===== config.mk =====
export PLATFORM = sky130hd
export DESIGN_NAME = instr_ram_param_flat
export DESIGN_NICKNAME = d
export VERILOG_FILES = /design/src/rtl/instr_mem_pkg.sv /design/src/rtl/naive_bus.sv /design/src/rtl/instr_ram_rdpipe.sv /design/src/rtl/instr_ram_param.sv /design/src/flat_wrapper.sv
export SDC_FILE = /design/constraint.sdc
export NUM_CORES = 1
export LEC_CHECK = 0
export CORE_MARGIN = 2
export CORE_UTILIZATION = 12
export DETAILED_ROUTE_END_ITERATION = 8
export PLACE_DENSITY = 0.8
export SYNTH_ARGS = -nofsm -noshare
export SYNTH_HDL_FRONTEND = slang
export SYNTH_SLANG_ARGS = --single-unit

===== constraint.sdc =====
create_clock -name clk -period 0.9 [get_ports clk]
set_input_delay 0.09 -clock clk [delete_from_list [all_inputs] [get_ports clk]]
set_output_delay 0.09 -clock clk [all_outputs]
set_load 0.02 [all_outputs]

===== src/rtl/instr_mem_pkg.sv =====
// Shared types and constants for the instruction memory blocks.
package instr_mem_pkg;

  typedef logic [31:0] word_t;
  typedef logic [3:0]  be_t;

  typedef enum logic {INIT, READY} ram_state_e;

  localparam word_t NOP_WORD = 32'h0000_0013;

  // Byte address to word index, relative to the base of the region.
  function automatic word_t word_index(input word_t addr, input word_t base);
    return (addr - base) >> 2;
  endfunction

endpackage


===== src/rtl/naive_bus.sv =====
// Simple request/grant memory bus with separate read and write channels.
interface naive_bus;
  import instr_mem_pkg::*;

  logic  rd_req;
  logic  rd_gnt;
  word_t rd_addr;
  word_t rd_data;
  logic  wr_req;
  logic  wr_gnt;
  word_t wr_addr;
  be_t   wr_be;
  word_t wr_data;

  modport slave (
    input  rd_req, rd_addr, wr_req, wr_addr, wr_be, wr_data,
    output rd_gnt, rd_data, wr_gnt
  );

  modport master (
    output rd_req, rd_addr, wr_req, wr_addr, wr_be, wr_data,
    input  rd_gnt, rd_data, wr_gnt
  );
endinterface


===== src/rtl/instr_ram_rdpipe.sv =====
// RD_LAT-deep read-data pipeline; slots without a granted read carry zero.
module instr_ram_rdpipe
  import instr_mem_pkg::*;
#(
  parameter int unsigned RD_LAT = 1
) (
  input  logic  clk,
  input  logic  rst,
  input  logic  i_vld,
  input  word_t i_data,
  output word_t o_data
);

  word_t r_stage [RD_LAT];

  // Zero in idle slots lets several slaves share rd_data through an OR.
  always_ff @(posedge clk) begin
    if (rst) begin
      for (int i = 0; i < int'(RD_LAT); i++) r_stage[i] <= '0;
    end else begin
      r_stage[0] <= i_vld ? i_data : '0;
      for (int i = 1; i < int'(RD_LAT); i++) r_stage[i] <= r_stage[i-1];
    end
  end

  assign o_data = r_stage[RD_LAT-1];

endmodule


===== src/rtl/instr_ram_param.sv =====
// Instruction RAM on a naive_bus slave port with configurable read latency.
// Define INSTR_RAM_WR_EN for the writable RAM with an init fill; otherwise a FILL_WORD ROM.
module instr_ram_param
  import instr_mem_pkg::*;
#(
  parameter int unsigned DEPTH     = 1024,
  parameter word_t       BASE_ADDR = 32'h0000_0000,
  parameter int unsigned RD_LAT    = 1,
  parameter word_t       FILL_WORD = NOP_WORD,
  parameter word_t       OOR_WORD  = 32'h0000_0000
) (
  input  logic    clk,
  input  logic    rst,
  naive_bus.slave bus,
  output logic    init_done
);

  localparam int unsigned AW = (DEPTH > 1) ? $clog2(DEPTH) : 1;

  ram_state_e r_state;
  ram_state_e w_state_nxt;
  logic       r_init_done;
  logic       w_rd_gnt;
  logic       w_wr_gnt;
  word_t      w_rd_idx;
  logic       w_rd_in_range;
  word_t      w_rd_word;
  word_t      w_rd_data;

  assign w_rd_idx      = word_index(bus.rd_addr, BASE_ADDR);
  assign w_rd_in_range = (bus.rd_addr >= BASE_ADDR) && (w_rd_idx < DEPTH);

`ifdef INSTR_RAM_WR_EN
  logic [AW-1:0] r_cnt;
  word_t         w_wr_idx;
  logic          w_wr_in_range;
  word_t         r_mem [DEPTH];

  assign w_wr_idx      = word_index(bus.wr_addr, BASE_ADDR);
  assign w_wr_in_range = (bus.wr_addr >= BASE_ADDR) && (w_wr_idx < DEPTH);

  always_ff @(posedge clk) begin
    if (rst) r_cnt <= '0;
    else if (r_state == INIT) r_cnt <= r_cnt + 1'b1;
  end

  // NOTE: the array has no reset branch on purpose; a reset term turns it into flops and the fill already initialises every word.
  always_ff @(posedge clk) begin
    if (r_state == INIT) begin
      r_mem[r_cnt] <= FILL_WORD;
    end else if (w_wr_gnt && w_wr_in_range) begin
      for (int i = 0; i < 4; i++) begin
        if (bus.wr_be[i]) r_mem[w_wr_idx[AW-1:0]][8*i +: 8] <= bus.wr_data[8*i +: 8];
      end
    end
  end

  // Combinational read ahead of the write edge gives read-first behaviour.
  assign w_rd_word = w_rd_in_range ? r_mem[w_rd_idx[AW-1:0]] : OOR_WORD;
`else
  logic w_unused;

  assign w_unused  = ^{bus.wr_addr, bus.wr_be, bus.wr_data};
  assign w_rd_word = w_rd_in_range ? FILL_WORD : OOR_WORD;
`endif

  always_ff @(posedge clk) begin
    if (rst) begin
      r_state     <= INIT;
      r_init_done <= 1'b0;
    end else begin
      r_state     <= w_state_nxt;
      r_init_done <= (r_state == READY);
    end
  end

  // NOTE: every output of this block gets a default first so no path can infer a latch.
  always_comb begin
    w_state_nxt = r_state;
    w_rd_gnt    = 1'b0;
    w_wr_gnt    = 1'b0;
    case (r_state)
      INIT: begin
`ifdef INSTR_RAM_WR_EN
        if (r_cnt == AW'(DEPTH - 1)) w_state_nxt = READY;
`else
        w_state_nxt = READY;
`endif
      end
      READY: begin
        w_rd_gnt = bus.rd_req & ~rst;
        w_wr_gnt = bus.wr_req & ~rst;
      end
      default: w_state_nxt = INIT;
    endcase
  end

  instr_ram_rdpipe #(
    .RD_LAT (RD_LAT)
  ) u_rdpipe (
    .clk    (clk),
    .rst    (rst),
    .i_vld  (w_rd_gnt),
    .i_data (w_rd_word),
    .o_data (w_rd_data)
  );

  assign bus.rd_gnt  = w_rd_gnt;
  assign bus.wr_gnt  = w_wr_gnt;
  assign bus.rd_data = w_rd_data;
  assign init_done   = r_init_done;

endmodule


===== src/flat_wrapper.sv =====
// flat-port wrapper written by rule: the top's interface ports become plain ports
module instr_ram_param_flat import instr_mem_pkg::*;
#(
  parameter int unsigned DEPTH     = 1024,
  parameter word_t       BASE_ADDR = 32'h0000_0000,
  parameter int unsigned RD_LAT    = 1,
  parameter word_t       FILL_WORD = NOP_WORD,
  parameter word_t       OOR_WORD  = 32'h0000_0000
)
  (clk, rst, init_done, bus_rd_req, bus_rd_addr, bus_wr_req, bus_wr_addr, bus_wr_be, bus_wr_data, bus_rd_gnt, bus_rd_data, bus_wr_gnt);
  naive_bus bus_i ();
  input  logic clk;
  input  logic rst;
  output logic init_done;
  input wire logic [$bits(bus_i.rd_req)-1:0] bus_rd_req;
  input wire logic [$bits(bus_i.rd_addr)-1:0] bus_rd_addr;
  input wire logic [$bits(bus_i.wr_req)-1:0] bus_wr_req;
  input wire logic [$bits(bus_i.wr_addr)-1:0] bus_wr_addr;
  input wire logic [$bits(bus_i.wr_be)-1:0] bus_wr_be;
  input wire logic [$bits(bus_i.wr_data)-1:0] bus_wr_data;
  output wire logic [$bits(bus_i.rd_gnt)-1:0] bus_rd_gnt;
  output wire logic [$bits(bus_i.rd_data)-1:0] bus_rd_data;
  output wire logic [$bits(bus_i.wr_gnt)-1:0] bus_wr_gnt;
  assign bus_i.rd_req = bus_rd_req;
  assign bus_i.rd_addr = bus_rd_addr;
  assign bus_i.wr_req = bus_wr_req;
  assign bus_i.wr_addr = bus_wr_addr;
  assign bus_i.wr_be = bus_wr_be;
  assign bus_i.wr_data = bus_wr_data;
  assign bus_rd_gnt = bus_i.rd_gnt;
  assign bus_rd_data = bus_i.rd_data;
  assign bus_wr_gnt = bus_i.wr_gnt;
  instr_ram_param #(.DEPTH(DEPTH), .BASE_ADDR(BASE_ADDR), .RD_LAT(RD_LAT), .FILL_WORD(FILL_WORD), .OOR_WORD(OOR_WORD)) u_core (.clk(clk), .rst(rst), .bus(bus_i), .init_done(init_done));
endmodule

# Yosys cells after proc, flatten, opt, wreduce, memory -nomap -nowiden
# Memories as Yosys holds them, arrays and structs flattened.
# Cells that the tools add are included.
[classes]
bitwise_logic = 3
addsub = 0
eq_ne = 0
shift = 0
mul = 0
n_reduce_logical = 2
muxes = 9
n_lt_le_gt_ge = 2
div = 0
[op_table]
columns = ["cell", "count"]
rows = [
  ["2-to-1 mux 32 bit", 2],
  [">= comparator 32 x 1 -> 1 bit (second input constant)", 1],
  ["OR reduction 32 bit", 1],
  ["< comparator 30 x 11 -> 1 bit (second input constant)", 1],
  ["2-to-1 mux 1 bit", 6],
  ["2-to-1 mux 5 bit", 1],
  ["AND 1 bit", 2],
  ["logical AND 1 bit", 1],
  ["NOT 1 bit", 1],
]
[word_totals]
romBits = 0
out_inout_bits = 35
ram_bits = 32
register_bits = 2
inputBits = 104
latchBits = 0
n_memories = 1
[memory_table]
columns = ["memory", "words", "word_bits", "rd", "rd_ports_with_merged_regs", "write_ports", "line_no", "text"]
rows = [
  ["u_core.u_rdpipe.r_stage", 1, 32, 1, 0, 1, "instr_ram_rdpipe.sv:14", "word_t r_stage [RD_LAT];"],
]

# Logic depth before layout (Yosys ltp)
# Gate-level depths: netlist (run 1).
[depth]
depth_word = 5
mapped_depth = 3

# Modules after synthesis
# Synthesis (run 1) repeated with hierarchy kept, for this count alone.
[hier_totals]
hier_cells = 85
area_unflattened_um2 = 1108.6
[by_module_without_submodules]
columns = ["mod", "area_each_um2", "cells_each", "n_inst"]
rows = [
  ["instr_ram_rdpipe", 998.5, 70, 1],
  ["instr_ram_param", 110.1, 15, 1],
]

# Worst setup path before layout (run 1)
# Ideal clock, no wire load.
[synth_path]
path_type = "reg-to-reg"
from = "register u_core.r_state"
to = "memory u_core.u_rdpipe.r_stage[0][1] (netlist bit)"
t_arrival_ns = 0.767
path_stages_with_launch = 4
setup_time_ns = 0.064
period_less_slack_ns = 0.831
slack_ns = 0.069
cell_sequence = "dfxtp_1 and3b_1 nand4_1 nor2_1"
[synth_between]
elab_chain_cells = 3
[synth_rtl]
columns = ["element", "line_no", "text"]
rows = [
  ["from (decl)", "instr_ram_param.sv:20", "ram_state_e r_state;"],
  ["from (signal assigned)", "instr_ram_param.sv:72", "r_state <= w_state_nxt;"],
  ["2-to-1 mux 1 bit", "instr_ram_param.sv:82", "case (r_state)"],
  ["net bus_rd_gnt", "flat_wrapper.sv:21", "output wire logic [$bits(bus_i.rd_gnt)-1:0] bus_rd_gnt;"],
  ["2-to-1 mux 32 bit", "instr_ram_rdpipe.sv:21", "r_stage[0] <= i_vld ? i_data : '0;"],
  ["2-to-1 mux 32 bit (no source line)", "-", ""],
  ["to (decl)", "instr_ram_rdpipe.sv:14", ""],
]
# The timed path passes the listed nets, and every way through them passes these cells.

# Worst setup path after layout (run 1)
[layout_path]
from = "register u_core.r_state"
to = "output bus_wr_gnt"
[layout_between]
elab_chain_cells = 1
[layout_rtl]
columns = ["element", "line_no", "text"]
rows = [
  ["2-to-1 mux 1 bit", "instr_ram_param.sv:82", ""],
  ["to (decl)", "flat_wrapper.sv:23", "output wire logic [$bits(bus_i.wr_gnt)-1:0] bus_wr_gnt;"],
]
# No other way between the ends.

==> flow_metrics.tcl, run 1 <==
set metrics [dict create \
    ir_worst_vdd_uv 201 \
    place_ws_ns -0.588 \
    cts.htree.levels 1 \
    cp-end-kind "output pin" \
    root_buffer "clkbuf_4" \
    initial_core_util 0.126 \
    fp.dieArea_um2 3680 \
    crit_slowest_cell "dfxtp_2" \
    cp.arrival_ns 0.93 \
    busiest_layer "met2" \
    fin_cells 122 \
    route.detailed.drc 0 \
    p_seq_frac 0.223 \
    numCtsBuffers 3 \
    rows 20 \
    via_count 336 \
    swShare 0.345 \
    dr.pass1.iters 2 \
    dp.cells 118 \
    critical_path.cell_chain "nor2b_4 > and2_4 > buf_6" \
    hold_class "in -> reg" \
    viasPerCell 2.75 \
    clkTransAtPathRegs_ns 0.04 \
    nets 183 \
    fin_ws_ns -0.118 \
    grtUsageMet3 0.0299 \
    grt.overflow.total 0 \
    status "complete, but fails checks" \
    grtUsageMet1 0.0281 \
    syn_area_um2 385 \
    synth_area_leader_cell "buf_4" \
    initialDrtViolationCount 2 \
    max_freq_mhz 982 \
    yosys-top-cells-area "buf_4 60%, dfxtp_1 16%, nor4_2 9.7%, nor4_1 3.2%, and3b_1 2.3%" \
    worstPathRequired_ns 0.81 \
    critical_path.top_delay_family "flip-flops" \
    grt_pass1_wl_um 1060 \
    core_area_um2 3050 \
    grt_max_degree 4 \
    crit_fanout 2 \
    synth_cell_type_count 12 \
    ant_nets 0 \
    period_needed_ns 1.02 \
    io_pins 139 \
    violations "negative setup slack" \
    rsz0062_at_grt "true" \
    yosysTopAreaCellShare 0.604 \
    slew_violations 0 \
    wl_um 898 \
    most-common-layout-cells "29 x conb_1, 21 x clkdlybuf4s50_1, 4 x buf_2" \
    syn_area_per_cell_um2 8.20 \
    period_share 1.13 \
    cts_buffer_depth 2 \
    final_common_cell "conb_1" \
    dieHeight_um 60.7 \
    internal-power_w 0.000413 \
    syn2layout_area_growth_pct 65.3 \
    fill_cells 361 \
    power_switching_w 0.000217 \
    cts_tree "yes" \
    setup_tns_ns -0.189 \
    maxCapViolations 0 \
    first_global_vias 287 \
    avgRoutedWirePerCell_um 7.36 \
    ys_ff_latch 3 \
    worstSetupPathType "reg -> out" \
    fin_skew_ns 0.00284 \
    io_buffers 29 \
    p_per_area_nw_per_um2 989 \
    synth_cells 47 \
    clk_latency_ns 0.23 \
    yosysWarnings 0 \
    drive_above_1_share 0.218 \
    clkSinkCount 3 \
    dp_hpwl_um 791 \
    track_usage 0.0418 \
    place_area_um2 611 \
    antenna_found_initial 0 \
    place_congestion 0.590 \
    crit_path_max_incr_delay_ns 0.31 \
    start_kind "register" \
    design_area_um2 637 \
    seq_area_frac_synth 0.156 \
    critical_path_buf_inv_count 1 \
    p_leak_nw 0.302 \
    p_clk_frac 0.379 \
    diodes 0 \
    final-setup-viol-count 2 \
    hold_viol_final 0 \
    p_total_w 0.000630 \
    die_w_um 60.7 \
    grt_use_met2 0.0737 \
    p_comb_frac 0.398 \
]
power groups by stage:
stage	clock (W)	combinational [W]	sequential [W]
2_1_floorplan	0	0.000218	0.000145
4_1_cts	0.000256	0.000255	0.000141
3_5_place_dp	0	0.000245	0.000142
5_1_grt	0.000270	0.000267	0.000141
6_report	0.000239	0.000250	0.000141
3_3_place_gp	0	0.000243	0.000142
state kept, by name, summed over array words and instances (netlist names):
signal	flops
u_core.r_state	1
u_core.init_done	1
u_core.u_rdpipe.r_stage	1
logic make-up after synthesis:
| family | count (synthesis) | share of synthesized area |
|---|---|---|
| DFF | 3 | 0.156 |
| and+or+nand+nor | 11 | 0.221 |
| other | 1 | 0.00973 |
| buffers and inverters | 32 | 0.614 |
layout make-up:
type | instances | area, um2 | share of cell area
Clock buffer | 4 | 26.3 | 0.0413
Inverter | 1 | 3.75 | 0.00589
Multi-Input combinational cell | 40 | 205 | 0.322
Sequential cell | 3 | 61.3 | 0.0963
Tap cell | 44 | 55.1 | 0.0864
Timing Repair Buffer | 30 | 285 | 0.448
path summary, 6_finish.rpt:
check                       start                             to  slack, ns  cells after the start
setup / recovery   u_core.r_state                     bus_wr_gnt      -0.12                      3
hold / removal    bus_rd_addr[30]  u_core.u_rdpipe.r_stage[0][1]       0.17                      4
setup reg to reg   u_core.r_state  u_core.u_rdpipe.r_stage[0][1]       0.03                      4
hold reg to reg    u_core.r_state               u_core.init_done       0.48                      1
worst min-delay path, stage by stage:
cell and delay (ns):
dlymetal6s2s_1 0.10, nor4_2 0.05, nand4_1 0.07, nor2_1 0.04
metrics by stage:
stage / utilization / hold slack (ns)
2_1_floorplan: - / 0.147
4_1_cts: 0.214 / 0.207
3_3_place_gp: 0.200 / 0.466
3_5_place_dp: 0.200 / 0.471
6_report: 0.209 / 0.166
5_1_grt: 0.209 / 0.189
cell usage after synthesis:
cell type   n
nor2_1      1
nor4_2      3
buf_4      31
and2_1      1
nand4_1     1
conb_1      1
inv_1       1
nand2_1     1
dfxtp_1     3
nor2b_1     1
nor4_1      2
and3b_1     1
per-layer routing:
layer / wire length [um] / vias up
li1: - / 154
met1: 227 / 148
met2: 464 / 34
met3: 206 / 0
met4: 0 / 0
met5: 0 / -
repair_timing:
item | in CTS | in global routing
pin swaps | 2 | 4
endpoints found under the setup margin | 6 | 4
resized for setup | 34 | 2
setup buffers | 1 | 0
hold buffers | 0 | 0
Power figures use the tool's default switching activity.
==> inputs of run 2 (changes only) <==
--- a/config.mk
+++ b/config.mk
@@ -10,2 +10,3 @@
 export DETAILED_ROUTE_END_ITERATION = 8
+export HOLD_SLACK_MARGIN = 0.12
 export PLACE_DENSITY = 0.8
--- a/constraint.sdc
+++ b/constraint.sdc
@@ -3,2 +3,2 @@
 set_output_delay 0.09 -clock clk [all_outputs]
-set_load 0.02 [all_outputs]
+set_load 0.01 [all_outputs]
==> run 2 against run 1 <==
Effect of this change: non-clock buffer count is the same; clock power barely moved; clock-buffer cell count stayed put; die area unchanged; total power down 9.1%; global-route usage shrank 0.085 points; the flow still finishes with violations (negative setup slack).
==> flow_metrics.tcl, run 2 (synthesis gave the netlist of run 1 again) <==
set metrics [dict create \
    die_w_um 60.7 \
    period_needed_ns 1.00 \
    fin_skew_ns 0.000843 \
    cp-end-kind "output pin" \
    period_share 1.11 \
    wl_um 917 \
    crit_slowest_cell "dfxtp_2" \
    crit_fanout 2 \
    cts.htree.levels 1 \
    grt_pass1_wl_um 1010 \
    setup_tns_ns -0.170 \
    cts_tree "yes" \
    io_buffers 29 \
    slew_violations 0 \
    most-common-layout-cells "29 x conb_1, 22 x clkdlybuf4s50_1, 3 x nor4_2, 3 x clkbuf_4" \
    io_pins 139 \
    core_area_um2 3050 \
    nets 183 \
    cp.arrival_ns 0.91 \
    cts_buffer_depth 2 \
    fp.dieArea_um2 3680 \
    p_per_area_nw_per_um2 896 \
    initial_core_util 0.126 \
    p_total_w 0.000573 \
    numCtsBuffers 3 \
    clk_latency_ns 0.24 \
    worstPathRequired_ns 0.81 \
    antenna_found_initial 0 \
    start_kind "register" \
    track_usage 0.0410 \
    fin_ws_ns -0.101 \
    critical_path.top_delay_family "flip-flops" \
    holdWs_ns 0.212 \
    critical_path_buf_inv_count 1 \
    via_count 342 \
    rsz0062_at_grt "true" \
    hold_class "in -> reg" \
    ir_worst_vdd_uv 344 \
    viasPerCell 2.80 \
    status "complete, but fails checks" \
    clkTransAtPathRegs_ns 0.04 \
    maxCapViolations 0 \
    first_global_vias 254 \
    hold_depth 2 \
    final_common_cell "conb_1" \
    ff2ff_path_depth 4 \
    violations "negative setup slack" \
    rows 20 \
    dieHeight_um 60.7 \
    drive_above_1_share 0.218 \
    grt_max_degree 4 \
    initialDrtViolationCount 3 \
    place_congestion 0.567 \
    ant_nets 0 \
    postCtsSetupBuffers 0 \
    hold_buffers 0 \
    p_leak_nw 0.287 \
    avgRoutedWirePerCell_um 7.52 \
    place_ws_ns -0.512 \
    diodes 0 \
    final-setup-viol-count 2 \
    worstSetupPathType "reg -> out" \
    dr.pass1.iters 2 \
    critical_path.cell_chain "nor2b_4 > and2_1 > buf_2" \
    max_freq_mhz 999 \
    dp_hpwl_um 801 \
    crit_path_max_incr_delay_ns 0.31 \
    route.detailed.drc 0 \
    grt.overflow.total 0 \
    hold_viol_final 0 \
    root_buffer "clkbuf_4" \
    clkSinkCount 3 \
    syn2layout_area_growth_pct 65.9 \
    path_depth 3 \
    utilization 0.209 \
]
## run 2: changes by cell type in the layout (fill, tap and decap cells not counted), sizes merged
cell	previous run	this run
dlymetal6s2s	1	0
clkdlybuf4s50	21	22
buf	7	4
clkdlybuf4s15	0	2
clkbuf	4	5
## run 2: layout make-up
type	instances	area [um2]
Inverter	1	3.75
Tap cell	44	55.1
Multi-Input combinational cell	40	203
Sequential cell	3	62.6
Clock buffer	4	26.3
Timing Repair Buffer	30	289
Fill cell	361	2410
## run 2: through the flow
stage / cell area (um2) / cells
2_1_floorplan: 490 / 75
5_1_grt: 639 / 122
6_report: 639 / 122
4_1_cts: 638 / 122
3_5_place_dp: 611 / 118
3_3_place_gp: 611 / 118
## run 2: power breakdown
group          switching [W]  internal [W]  total, W
clock              0.0000755      0.000166  0.000242
sequential        0.00000144      0.000139  0.000140
combinational      0.0000859      0.000104  0.000190
total               0.000163      0.000410  0.000573
## run 2: path summary, 6_finish.rpt
check                                     from                            end  slack, ns
worst min-delay path                       rst                 u_core.r_state       0.21
worst min register to register  u_core.r_state               u_core.init_done       0.47
worst max-delay path            u_core.r_state                     bus_wr_gnt      -0.10
worst max register to register  u_core.r_state  u_core.u_rdpipe.r_stage[0][1]       0.03
## run 2: layer usage
layer  share of wire  vias to the layer above  track usage
met1            0.24                      149       0.0218
li1                -                      153            -
met2            0.51                       36       0.0799
met5               0                        -            0
met4           0.038                        0       0.0280
met3            0.21                        4       0.0341
## run 2: what timing repair did
item | CTS | global route
pin swaps | 1 | 3
endpoints found under the setup margin | 6 | 5
resized for setup | 22 | 6
